<file path="src/rtl/pack_pkg.sv">
// Shared defaults and width helpers for the serial-to-parallel packer.
package pack_pkg;

   localparam int DEF_W = 8;
   localparam int DEF_D = 4;

   // Counter width; a single-element word still keeps a 1-bit counter.
   function automatic int cnt_width(input int d);
      return (d > 1) ? $clog2(d) : 1;
   endfunction

endpackage

</file>
<file path="src/rtl/pack_if.sv">
// Element-in / packed-word-out valid/ready stream pair seen by the packer.
interface pack_if
   import pack_pkg::*;
#(
   parameter int W = DEF_W,
   parameter int D = DEF_D
);

   logic [W-1:0]        s_data;
   logic                s_valid;
   logic                s_ready;
   logic [D-1:0][W-1:0] m_data;
   logic                m_valid;
   logic                m_ready;

   modport master (
      output s_data, s_valid, m_ready,
      input  s_ready, m_data, m_valid
   );

   modport slave (
      input  s_data, s_valid, m_ready,
      output s_ready, m_data, m_valid
   );

endinterface

</file>
<file path="src/rtl/pack.sv">
// Packs D consecutive W-bit elements into one word; m_valid rises on the edge taking element D-1.
// Backpressure: only the completing element stalls while a packed word is still held.
module pack
   import pack_pkg::*;
#(
   parameter int W = DEF_W,
   parameter int D = DEF_D
) (
   input  logic  clk,
   input  logic  rst,
   pack_if.slave bus
);

   localparam int            CW   = cnt_width(D);
   localparam logic [CW-1:0] LAST = CW'(D - 1);

   logic [CW-1:0]       cnt;
   logic                m_valid_q;
   logic [D-1:0][W-1:0] out_q;
   logic                room;
   logic                accept;
   logic                final_acc;

   // The only element that needs a free output register is the last one of a word.
   assign room        = (cnt != LAST) || !m_valid_q || bus.m_ready;
   assign bus.s_ready = rst && room;
   assign accept      = bus.s_valid && bus.s_ready;
   assign final_acc   = accept && (cnt == LAST);

   assign bus.m_valid = m_valid_q;
   assign bus.m_data  = out_q;

   always_ff @(posedge clk or negedge rst) begin
      if (!rst) begin
         cnt       <= '0;
         m_valid_q <= 1'b0;
      end else if (final_acc) begin
         cnt       <= '0;
         m_valid_q <= 1'b1;
      end else begin
         if (accept) begin
            cnt <= cnt + CW'(1);
         end
         if (m_valid_q && bus.m_ready) begin
            m_valid_q <= 1'b0;
         end
      end
   end

   generate
      if (D == 1) begin : g_slice
         always_ff @(posedge clk or negedge rst) begin
            if (!rst) begin
               out_q <= '0;
            end else if (final_acc) begin
               out_q <= bus.s_data;
            end
         end
      end else begin : g_acc
         logic [D-2:0][W-1:0] acc;

         always_ff @(posedge clk or negedge rst) begin
            if (!rst) begin
               acc   <= '0;
               out_q <= '0;
            end else begin
               if (accept && !final_acc) begin
                  for (int i = 0; i < D - 1; i++) begin
                     if (cnt == CW'(i)) begin
                        acc[i] <= bus.s_data;
                     end
                  end
               end
               if (final_acc) begin
                  out_q <= {bus.s_data, acc};
               end
            end
         end
      end
   endgenerate

endmodule

</file>
<file path="src/flat_wrapper.sv">
// flat-port wrapper written by rule: the top's interface ports become plain ports
module pack_flat import pack_pkg::*;
#(
   parameter int W = DEF_W,
   parameter int D = DEF_D
)
  (clk, rst, bus_s_data, bus_s_valid, bus_m_ready, bus_s_ready, bus_m_data, bus_m_valid);
  pack_if #(.W(W), .D(D)) bus_i ();
  input  logic clk;
  input  logic rst;
  input wire logic [$bits(bus_i.s_data)-1:0] bus_s_data;
  input wire logic [$bits(bus_i.s_valid)-1:0] bus_s_valid;
  input wire logic [$bits(bus_i.m_ready)-1:0] bus_m_ready;
  output wire logic [$bits(bus_i.s_ready)-1:0] bus_s_ready;
  output wire logic [$bits(bus_i.m_data)-1:0] bus_m_data;
  output wire logic [$bits(bus_i.m_valid)-1:0] bus_m_valid;
  assign bus_i.s_data = bus_s_data;
  assign bus_i.s_valid = bus_s_valid;
  assign bus_i.m_ready = bus_m_ready;
  assign bus_s_ready = bus_i.s_ready;
  assign bus_m_data = bus_i.m_data;
  assign bus_m_valid = bus_i.m_valid;
  pack #(.W(W), .D(D)) u_core (.clk(clk), .rst(rst), .bus(bus_i));
endmodule
</file>
<file path="config.mk">
export PLATFORM = sky130hd
export DESIGN_NAME = pack_flat
export DESIGN_NICKNAME = d
export VERILOG_FILES = /design/src/rtl/pack_pkg.sv /design/src/rtl/pack_if.sv /design/src/rtl/pack.sv /design/src/flat_wrapper.sv
export SDC_FILE = /design/constraint.sdc
export NUM_CORES = 1
export LEC_CHECK = 0
export CAP_MARGIN = 20
export CORE_ASPECT_RATIO = 1.75
export CORE_UTILIZATION = 30
export CTS_CLUSTER_DIAMETER = 30
export DETAILED_ROUTE_END_ITERATION = 10
export PLACE_DENSITY = 0.49
export REMOVE_ABC_BUFFERS = 1
export SLEW_MARGIN = 25
export SYNTH_ARGS = -nofsm -noshare
export SYNTH_HDL_FRONTEND = slang
export SYNTH_SLANG_ARGS = --single-unit
</file>
<file path="constraint.sdc">
create_clock -name clk -period 2.3 [get_ports clk]
set_clock_uncertainty 0.2 [all_clocks]
set_input_delay 0.46 -clock clk [delete_from_list [all_inputs] [get_ports clk]]
set_output_delay 0.46 -clock clk [all_outputs]
set_load 0.02 [all_outputs]
</file>
Word level (Yosys, flattened, before mapping)
Cells that the tools add are included.
{"block": "op_classes", "magnitude_cmp": 0, "n_mul": 0, "addsub": 1, "mux": 4, "reduce_logical": 15, "eq_ne": 4, "bitwise_logic": 0, "shift": 0, "div": 0}
{"cell": "2-bit AND reduction", "n": 3}
{"cell": "1-bit logical AND", "n": 5}
{"cell": "2-bit == test (second input constant)", "n": 2}
{"cell": "2-bit two-way mux", "n": 2}
{"cell": "2-bit nonzero test", "n": 2}
{"cell": "2-bit by 1-bit adder with 2-bit output (second input constant)", "n": 1}
{"cell": "2-bit by 1-bit == test with 1-bit output (second input constant)", "n": 1}
{"cell": "1-bit zero test", "n": 2}
{"cell": "2-bit zero test", "n": 1}
{"cell": "1-bit logical OR", "n": 2}
{"cell": "1-bit two-way mux", "n": 2}
{"cell": "2-bit inequality test (second input constant)", "n": 1}
{"block": "word_totals", "ramBits": 0, "mem_count": 0, "ff_bits": 59, "latch_bits": 0, "elab_cells": 33, "romBits": 0}

Longest topological paths before layout
Gate-level depths: netlist of the first run.
{"block": "depth", "depth_word": 9, "depth_mapped": 5, "ltp_nobuf": 4}

Least setup slack after synthesis of the first run
Ideal clock, no wire load.
{"block": "synth_path", "path_kind": "reg-to-output", "start": "register u_core.m_valid_q (netlist: u_core.bus.m_valid)", "end": "output bus_s_ready", "setup_slack_ns": 0.523, "t_arrival_ns": 1.117, "n_path_buf": 0, "path_stages_with_launch": 3, "cell_sequence": "dfrtp_1 > nor2b_4 > a21boi_0"}
{"block": "synth_between", "elab_chain_cells": 4}
{"item": "start, declared", "line_no": "pack.sv:18", "rtl": "logic m_valid_q;"}
{"item": "start signal, assigned", "line_no": "pack.sv:36", "rtl": "m_valid_q <= 1'b0;"}
{"item": "start signal, assigned", "line_no": "pack.sv:39", "rtl": "m_valid_q <= 1'b1;"}
{"item": "start signal, assigned", "line_no": "pack.sv:45", "rtl": "m_valid_q <= 1'b0;"}
{"item": "1-bit zero test", "line_no": "pack.sv:25", "rtl": "assign room = (cnt != LAST) || !m_valid_q || bus.m_ready;"}
{"item": "1-bit logical OR (2 in a row)", "line_no": "pack.sv:25"}
{"item": "1-bit logical AND", "line_no": "pack.sv:26", "rtl": "assign bus.s_ready = rst && room;"}
{"item": "end, declared", "line_no": "flat_wrapper.sv:14", "rtl": "output wire logic [$bits(bus_i.s_ready)-1:0] bus_s_ready;"}
No other way between the ends.

Worst setup path after layout of the first run
{"block": "layout_path", "start": "input bus_m_ready", "end": "output bus_s_ready"}
{"block": "layout_between", "elab_chain_cells": 2}
{"item": "start, declared", "line_no": "flat_wrapper.sv:13", "rtl": "input wire logic [$bits(bus_i.m_ready)-1:0] bus_m_ready;"}
{"item": "1-bit logical OR", "line_no": "pack.sv:25"}
{"item": "1-bit logical AND", "line_no": "pack.sv:26"}
No other way between the ends.

==> results of run 1 <==
## power by group
group | switching, W | internal [W] | total, W
logic | 0.000689 | 0.000903 | 0.00159
clock network | 0.000411 | 0.000759 | 0.00117
registers | 0.000255 | 0.00154 | 0.00179
## final cells by class
cell class                 count  area [um^2]  share of cell area (%)
sequential                    59         1480                    47.3
multi-input combinational     73          783                    25.1
timing repair buffer          49          489                    15.7
clock buffer                  12          256                    8.21
tap                           88          110                    3.53
inverter                       2         7.51                   0.240
## cells in the mapped netlist (all sizes together)
cell and number:
nor2b 1, inv 2, nor3b 1, dfrtp 59
a21boi 1, and3b 1, buf 3, or2 1
nand2 5, mux2 57, o21ai 1, clkbuf 1
a21oi 1, ha 4
## metrics by stage
stage	total power (W)	util, %	std cells	instance area [um^2]
finish	0.00455	41.6	283	3120
global route	0.00483	41.6	283	3120
CTS	0.00462	41.6	283	3120
detailed placement	0.00343	38.0	270	2860
global placement	0.00336	38.0	270	2860
floorplan	0.00266	-	134	2270
## what timing repair did
action,in CTS,in global routing
endpoints found under the setup margin,1,0
hold endpoints to repair,24,0
hold buffers,1,0
setup buffers,0,0
gates resized for setup,1,0
## state kept, by name, summed over array words and instances, names as in the netlist
name	flops
u_core.cnt	2
u_core.bus.m_valid	1
u_core.bus.m_data	32
u_core.g_acc.acc	24
## cell families after synthesis
group,share of synthesized area [%]
multiplexers,27.8
AND/OR/NAND/NOR,3.20
buffers and inverters,2.01
flip-flops,64.0
adder cells (fa/ha/maj),2.17
AO/OA/AOI/OAI,0.759
## routing by layer
layer,GRT usage [%],vias to the layer above
li1,-,596
met1,15.0,675
met2,20.2,32
met3,6.01,9
met4,7.81,0
met5,0,-
## final timing paths
kind / startpoint / to / slack, ps / cells after the start
max in group asynchronous: rst / u_core.bus.m_data[29] / 1140 / 3
min: rst / u_core.bus.m_valid / 30 / 2
min in group clk: u_core.g_acc.acc[2] / u_core.g_acc.acc[2] / 290 / 1
min reg2reg: u_core.g_acc.acc[2] / u_core.g_acc.acc[2] / 290 / 1
max reg2reg: u_core.cnt[1] / u_core.g_acc.acc[2] / 420 / 4
max: bus_m_ready / bus_s_ready / 100 / 4
## critical path, stage by stage
cell and delay (ps):
clkdlybuf4s50_1 500, nor2b_4 70, a21boi_0 160, dlygate4sd2_1 350
==> summary.md, run 1 <==
| Metric | Value |
|---|---|
| Status | `complete, no violations` |
| Die Y | `118 um` |
| Setup ws final | `96.5 ps` |
| Final wirelength | `4490 um` |
| Peak supply drop | `0.458 mV` |
| First-pass DRT Iterations | `3` |
| Detailed placement HPWL | `2970 um` |
| Most common cell after layout, fill and taps aside | `dfrtp_1` |
| Placeable Area | `0.00751 mm^2` |
| Syn Inst Count | `138` |
| Fin crit period | `2200 ps` |
| Number of global-route vias before repair | `1467` |
| Post-synthesis to final-layout area growth | `35.4%` |
| CTS Buf Count | `9` |
| Sequential share of the synthesized area | `64.0%` |
| Total congestion overflow | `0` |
| DRC Markers | `0` |
| I/O Buffers | `45` |
| FP Rows | `42` |
| F_max | `454 MHz` |
| Gpl congestion | `0.653` |
| Setup Viol. Count Final | `0` |
| Routed vias/inst | `4.64` |
| Syn Area/Cell | `16.7 um^2` |
| Initial antenna violation count | `0` |
| Place WS | `-195 ps` |
| Maxcap violations | `0` |
| Die area | `0.00806 mm^2` |
| Hold Crit Class | `input port to asynchronous set/reset pin` |
| CP Max Fanout | `4` |
| Total negative slack | `0 ps` |
| Hold_ws | `29.4 ps` |
| Period utilization | `95.8%` |
| Clock Path Buffers | `2` |
| Initial DRC Count | `47` |
| GRT Total Usage | `13.4%` |
| Slew Limit Fails | `0` |
| H-tree Lvls | `3` |
| Layout Nets | `210` |
| M1 WL | `1840 um` |
| Actual slew at the worst max-slew pin | `448 ps` |
| Largest cells by area after synthesis | `dfrtp_1, mux2_2, ha_1, buf_6, nand2_2` |
| Met2 wire length | `2300 um` |
| Top layer in use | `met4` |
| Endpoint type of the worst setup path | `output pin` |
| RSZ-0062 raised after global routing | `false` |
| Root Buffer | `clkbuf_16` |
| Ant. Diodes | `0` |
| Synth warnings | `0` |
| ANT nets after route | `0` |
| Distinct cell type count after synthesis | `16` |
| Layout cells sized above 1 | `39.5%` |
| Clk_lat worst skew | `320 ps` |
| Critical path type | `input port to output pin` |
| Static Leak | `1.36 nW` |
| Cell taking the most area after synthesis | `dfrtp_1` |
| Slew Limit Headroom | `70.1%` |
| Worst-path clk slew | `50 ps` |
| Wire length per cell | `15.9 um` |
| Number of I/O pins | `46` |
| Final Hold Vio Count | `0` |
| Setup crit start kind | `input port` |
| Number of synthesized register bits | `59` |
| Most frequent cells in the layout | `dfrtp_1, mux2_2, clkdlybuf4s50_1` |
| Synth top area share | `64.0%` |
| Pin count of the biggest net entering global routing | `36` |
| Initial Util | `30.7%` |
| CTS sink cnt | `59` |
| Worst path arrival time | `1540 ps` |
| WL met3 | `204 um` |
| # fillers | `710` |
| Die width | `68.3 um` |
| CTS tree | `done` |
| First-pass GRT wire length | `7420 um` |
| Total number of vias | `1312` |
| CP required | `1640 ps` |
| Synth Cell Area | `0.00231 mm^2` |
| Power per Cell Area | `1460 mW/mm^2` |
Power figures use the tool's default switching activity.
==> run 2, diff against run 1 <==
Settings changed: CAP_MARGIN 20 to 0, RECOVER_POWER from default to 50.
==> run 2 against run 1 <==
Clock power barely moved. Sequential power barely moved. Core utilization fell by 0.35 points. Die area did not move. Non-clock buffer count did not move. Global-route usage did not move. Register-to-register slack got worse by 130 ps. Setup slack barely moved. Routed wire length barely moved. Critical path type unchanged. Critical endpoint unchanged.
==> summary.md, run 2 (same netlist as run 1, synthesis figures left out) <==
| Metric | Value |
|---|---|
| Status | `complete, no violations` |
| Placeable Area | `0.00751 mm^2 (unchanged)` |
| Final std cells w/o fill | `283 (unchanged)` |
| Setup Buffers After CTS | `0 (unchanged)` |
| CTS sink cnt | `59 (unchanged)` |
| Power per Cell Area | `1470 mW/mm^2 (+0.49%)` |
| Setup crit start kind | `input port` |
| CP delay by family, top | `buffers and inverters` |
| Hold_ws | `276 ps (+246 ps)` |
| Die Y | `118 um (unchanged)` |
| Initial DRC Count | `46 (-2.1%)` |
| CTS tree | `done` |
| WP buf/inv | `2 (unchanged)` |
| Peak supply drop | `0.458 mV (+0.13%)` |
| Setup Viol. Count Final | `0 (unchanged)` |
| Routed vias/inst | `4.59 (-1.1%)` |
| Initial Util | `30.7% (unchanged)` |
| Area of placed instances | `0.00286 mm^2 (unchanged)` |
| Gpl congestion | `0.653 (unchanged)` |
| CP Max Fanout | `4 (unchanged)` |
| Largest stage delay on the critical path | `500 ps (about the same)` |
| Slew Limit Headroom | `41.9% (-28 points)` |
| Final wirelength | `4490 um (about the same)` |
| Pin count of the biggest net entering global routing | `36 (unchanged)` |
| Layout cells sized above 1 | `37.4% (-2.1 points)` |
| Total congestion overflow | `0 (unchanged)` |
| Static Leak | `1.35 nW (-0.69%)` |
| Critical path, cell by cell | `clkdlybuf4s50_1, nor2b_4, a21boi_0, dlygate4sd2_1` |
| F_max | `454 MHz (about the same)` |
| CP max stage cell | `clkdlybuf4s50_1` |
| Root Buffer | `clkbuf_16` |
| Total number of vias | `1298 (-1.1%)` |
| Die width | `68.3 um (unchanged)` |
| Largest register FFs | `32 (unchanged)` |
| H-tree Lvls | `3 (unchanged)` |
| First-pass GRT wire length | `7420 um (unchanged)` |
| GRT Total Usage | `13.4% (unchanged)` |
| Number of I/O pins | `46 (unchanged)` |
| DP Cell Count | `270 (unchanged)` |
| DRC Markers | `0 (unchanged)` |
| Worst path arrival time | `1540 ps (about the same)` |
| CTS Buf Count | `9 (unchanged)` |
| Ant. Diodes | `0 (unchanged)` |
| FP Rows | `42 (unchanged)` |
| Actual slew at the worst max-slew pin | `872 ps (+424 ps)` |
| Endpoint type of the worst setup path | `output pin` |
| Critical path type | `input port to output pin` |
| RSZ-0062 raised after global routing | `false` |
| Wire length per cell | `15.9 um (about the same)` |
| Maxcap violations | `0 (unchanged)` |
| # fillers | `716 (+0.85%)` |
| CP required | `1640 ps (about the same)` |
| I/O Buffers | `45 (unchanged)` |
| Most frequent cells in the layout | `dfrtp_1, mux2_2, clkdlybuf4s50_1` |
| Clock Path Buffers | `2 (unchanged)` |
| First-pass DRT Iterations | `3 (unchanged)` |
| Initial antenna violation count | `0 (unchanged)` |
| Number of global-route vias before repair | `1467 (unchanged)` |
| Period utilization | `95.8% (about the same)` |
| Clk_lat worst skew | `320 ps (about the same)` |
| Fin crit period | `2200 ps (+0.276 ps)` |
| Worst-path clk slew | `50 ps (about the same)` |
| Detailed placement HPWL | `2970 um (unchanged)` |
| Slew Limit Fails | `0 (unchanged)` |
| Most common cell after layout, fill and taps aside | `dfrtp_1` |
| ANT nets after route | `0 (unchanged)` |
| Die area | `0.00806 mm^2 (unchanged)` |
| Final Cell Area | `0.00310 mm^2 (-0.84%)` |
| Final Hold Vio Count | `0 (unchanged)` |
| Hold Crit Class | `input port to asynchronous set/reset pin` |
| Layout Nets | `210 (unchanged)` |
| Post-synthesis to final-layout area growth | `34.3%` |
==> run 2: metrics by stage <==
| step | TNS [ps] | util, % | setup slack, ps | power [W] |
|---|---|---|---|---|
| floorplan | 0 | - | 53.1 | 0.00266 |
| global placement | -179 | 38.0 | -179 | 0.00336 |
| detailed placement | -195 | 38.0 | -195 | 0.00343 |
| CTS | 0 | 41.6 | 81.5 | 0.00462 |
| global route | 0 | 41.2 | 50.3 | 0.00481 |
| finish | 0 | 41.2 | 96.2 | 0.00454 |
==> run 2: where the power goes <==
group          switching [W]  internal [W]  total, W
clock network       0.000411      0.000759   0.00117
logic               0.000683      0.000892   0.00158
registers           0.000256       0.00154   0.00179
total                0.00135       0.00319   0.00454
==> run 2: worst paths after layout <==
kind / endpoint / from / slack, ps / depth (start not counted)
setup / recovery: bus_s_ready / bus_m_ready / 100 / 4
min in group clk: u_core.g_acc.acc[2] / u_core.g_acc.acc[2] / 290 / 1
hold reg to reg: u_core.g_acc.acc[2] / u_core.g_acc.acc[2] / 290 / 1
max in group asynchronous: u_core.bus.m_data[26] / rst / 810 / 3
hold / removal: u_core.bus.m_valid / rst / 280 / 2
setup reg to reg: u_core.bus.m_data[23] / u_core.cnt[1] / 290 / 4
==> run 2: metal layers <==
layer / up-vias / global-route usage, % / share of wire (%)
li1: 593 / - / -
met1: 664 / 15.0 / 41
met2: 33 / 20.2 / 51
met3: 8 / 6.01 / 4.7
met4: 0 / 7.81 / 3.0
met5: - / 0 / 0
==> run 2: repair_timing <==
| item | CTS | global route |
|---|---|---|
| resized for setup | 1 | 0 |
| hold buffers | 1 | 0 |
| hold endpoints to repair | 24 | 0 |
| endpoints found under the setup margin | 1 | 0 |
==> run 2: area by class of cell <==
| cell class | count | area (um^2) | share of cell area [%] |
|---|---|---|---|
| Sequential cell | 59 | 1480 | 47.7 |
| Tap cell | 88 | 110 | 3.56 |
| Timing Repair Buffer | 49 | 470 | 15.2 |
| Inverter | 2 | 7.51 | 0.242 |
| Clock buffer | 12 | 256 | 8.28 |
| Multi-Input combinational cell | 73 | 776 | 25.1 |
==> edit: new RTL, settings of run 2 <==
Set the package constant `DEF_D` to 2 (it was 4).
--- a/src/rtl/pack_pkg.sv
+++ b/src/rtl/pack_pkg.sv
@@ -3,5 +3,5 @@
 
    localparam int DEF_W = 8;
-   localparam int DEF_D = 4;
+   localparam int DEF_D = 2;
 
    // Counter width; a single-element word still keeps a 1-bit counter.
Ports: changed (resized bus_m_data); port bits go from 46 to 30. The function was not compared with the original's and may differ.
==> edit against run 2 <==
Synthesized cell count decreased by 57%. Wire length decreased by 62%. Synthesized area decreased by 55%. Worst setup slack improved by 38 ps. Clock power decreased by 76%. Power decreased by 63%. Design area decreased by 54%. Sequential cell count decreased by 33.
==> edit: results (changes against run 2) <==
* post-synth cell types: 11, -5
* outcome: finished clean
* Global Route Usage Sum: 10.7%, -2.7 points
* Setup Fix Bufs, Post-CTS: 0, unchanged
* maximum buffer depth of the clock tree: 2, unchanged
* largest cells by area after synthesis: dfrtp_1 63%, mux2_2 18%, mux2_4 12%
* Reg clk slew, reported paths: 80 ps, +30 ps
* total number of vias: 608, -53%
* htree depth: 1, -2
* Worst Hold Depth: 1
* Filler Cells Inserted: 312, -56%
* Tightest Hold Check Type: flip-flop to flip-flop
* total of hold buffers inserted after clock tree synthesis: 0, -1
* data arrival time of the critical path: 1510 ps, -30 ps
* final setup margin: 134 ps, +38.2 ps
* total clock buffers created by CTS: 3, -6
* number of global-route vias before repair: 669, -54%
* highest cell delay on the worst timing path: 390 ps, -110 ps
* buffer cell driving the clock tree root: clkbuf_8
* count of buffers from port buffering: 29, -36%
* warning count from the yosys run: 0, unchanged
* maximum vdd drop: 0.571 mV, +25%
* DRC violation total after the first TritonRoute iteration: 6, -87%
* final net count: 107, -49%
* share of post-route cells with drive strength above 1: 35.1%, -2.3 points
* Crit Path Max Fanout: 2, -2
* maximum number of pins on one net before global-route repair: 30, -17%
* Critical R2R Capture: u_core.bus.m_data[14]
* source-to-sink clock delay at the later pin of the worst-skew pair: 260 ps, -60 ps
* FF-to-FF setup slack: 750 ps, +460 ps
* initial antenna violation count: 0, unchanged
* actual transition at the worst max-transition pin: 362 ps, -510 ps
* wire length of the first global-routing pass: 2900 µm, -61%
* Post-Place Setup Slack: -78.6 ps, +116 ps
* leakage: 0.644 nW, -52%
* final core utilization: 44.7%, +3.5 points
* first-pass iteration count of the detailed router: 2, -1
* HPWL after detailed placement: 1200 µm, -60%
* depth of the worst register-to-register path: 5, +1
* total internal power: 1.18 mW, -63%
* list of most frequent post-synthesis cells: 26 x dfrtp_1, 16 x mux2_2, 8 x mux2_4, 2 x nand2_1
* sequential area share after synthesis: 63.3%, -0.77 points
* final weighted congestion of routability-driven global placement: 0.615, -5.9%
* placed cell areas: 1400 µm², -51%
* launch point of the worst reg-to-reg path: u_core.bus.m_valid
* per-cell routed wire length: 12.6 µm, -21%
* flip-flop count of the largest register, all copies and words added: 16, -50%
edit: changes by cell type after synthesis, sizes merged, moves of 2 or more:
cell,run 2,this run
ha,4,0
mux2,57,24
buf,3,1
dfrtp,59,26
nand2,5,2
edit: routing by layer:
| metal | vias to the layer above | GRT usage [%] | wire (µm) |
|---|---|---|---|
| met2 | 16 | 18.7 | 928 |
| met1 | 312 | 12.3 | 712 |
| met4 | 0 | 4.41 | 22 |
| li1 | 278 | - | - |
| met3 | 2 | 1.58 | 61 |
| met5 | - | 0 | 0 |
edit: logic make-up after synthesis:
kind of cell / share of synthesized area [%]
multiplexers: 29.2
AO/OA/AOI/OAI: 1.46
flip-flops: 63.3
buffers and inverters: 1.46
AND/OR/NAND/NOR: 4.62
edit: layout make-up:
| cell class | instances | area share, % |
|---|---|---|
| multi-input combinational | 31 | 24.2 |
| timing repair buffer | 32 | 22.6 |
| tap | 43 | 3.75 |
| sequential | 26 | 45.3 |
| clock buffer | 4 | 3.84 |
| inverter | 1 | 0.262 |
edit: per-stage QoR:
stage	hold slack, ps	cells
after floorplan	-35.6	58
after global placement	282	133
after detailed placement	292	133
after CTS	313	137
after global routing	330	137
final	302	137
edit: power groups by stage:
stage                     logic, mW  clock network (mW)  registers (mW)
after floorplan               0.226                   0           0.888
after global placement        0.701                   0           0.738
after detailed placement      0.709                   0           0.742
after CTS                     0.709               0.301           0.734
after global routing          0.717               0.309           0.757
final                         0.671               0.284           0.725
edit: repair_timing:
action,in CTS,in global routing
resized for setup,1,0
setup endpoints to repair,1,0
endpoints found under the hold margin,0,0
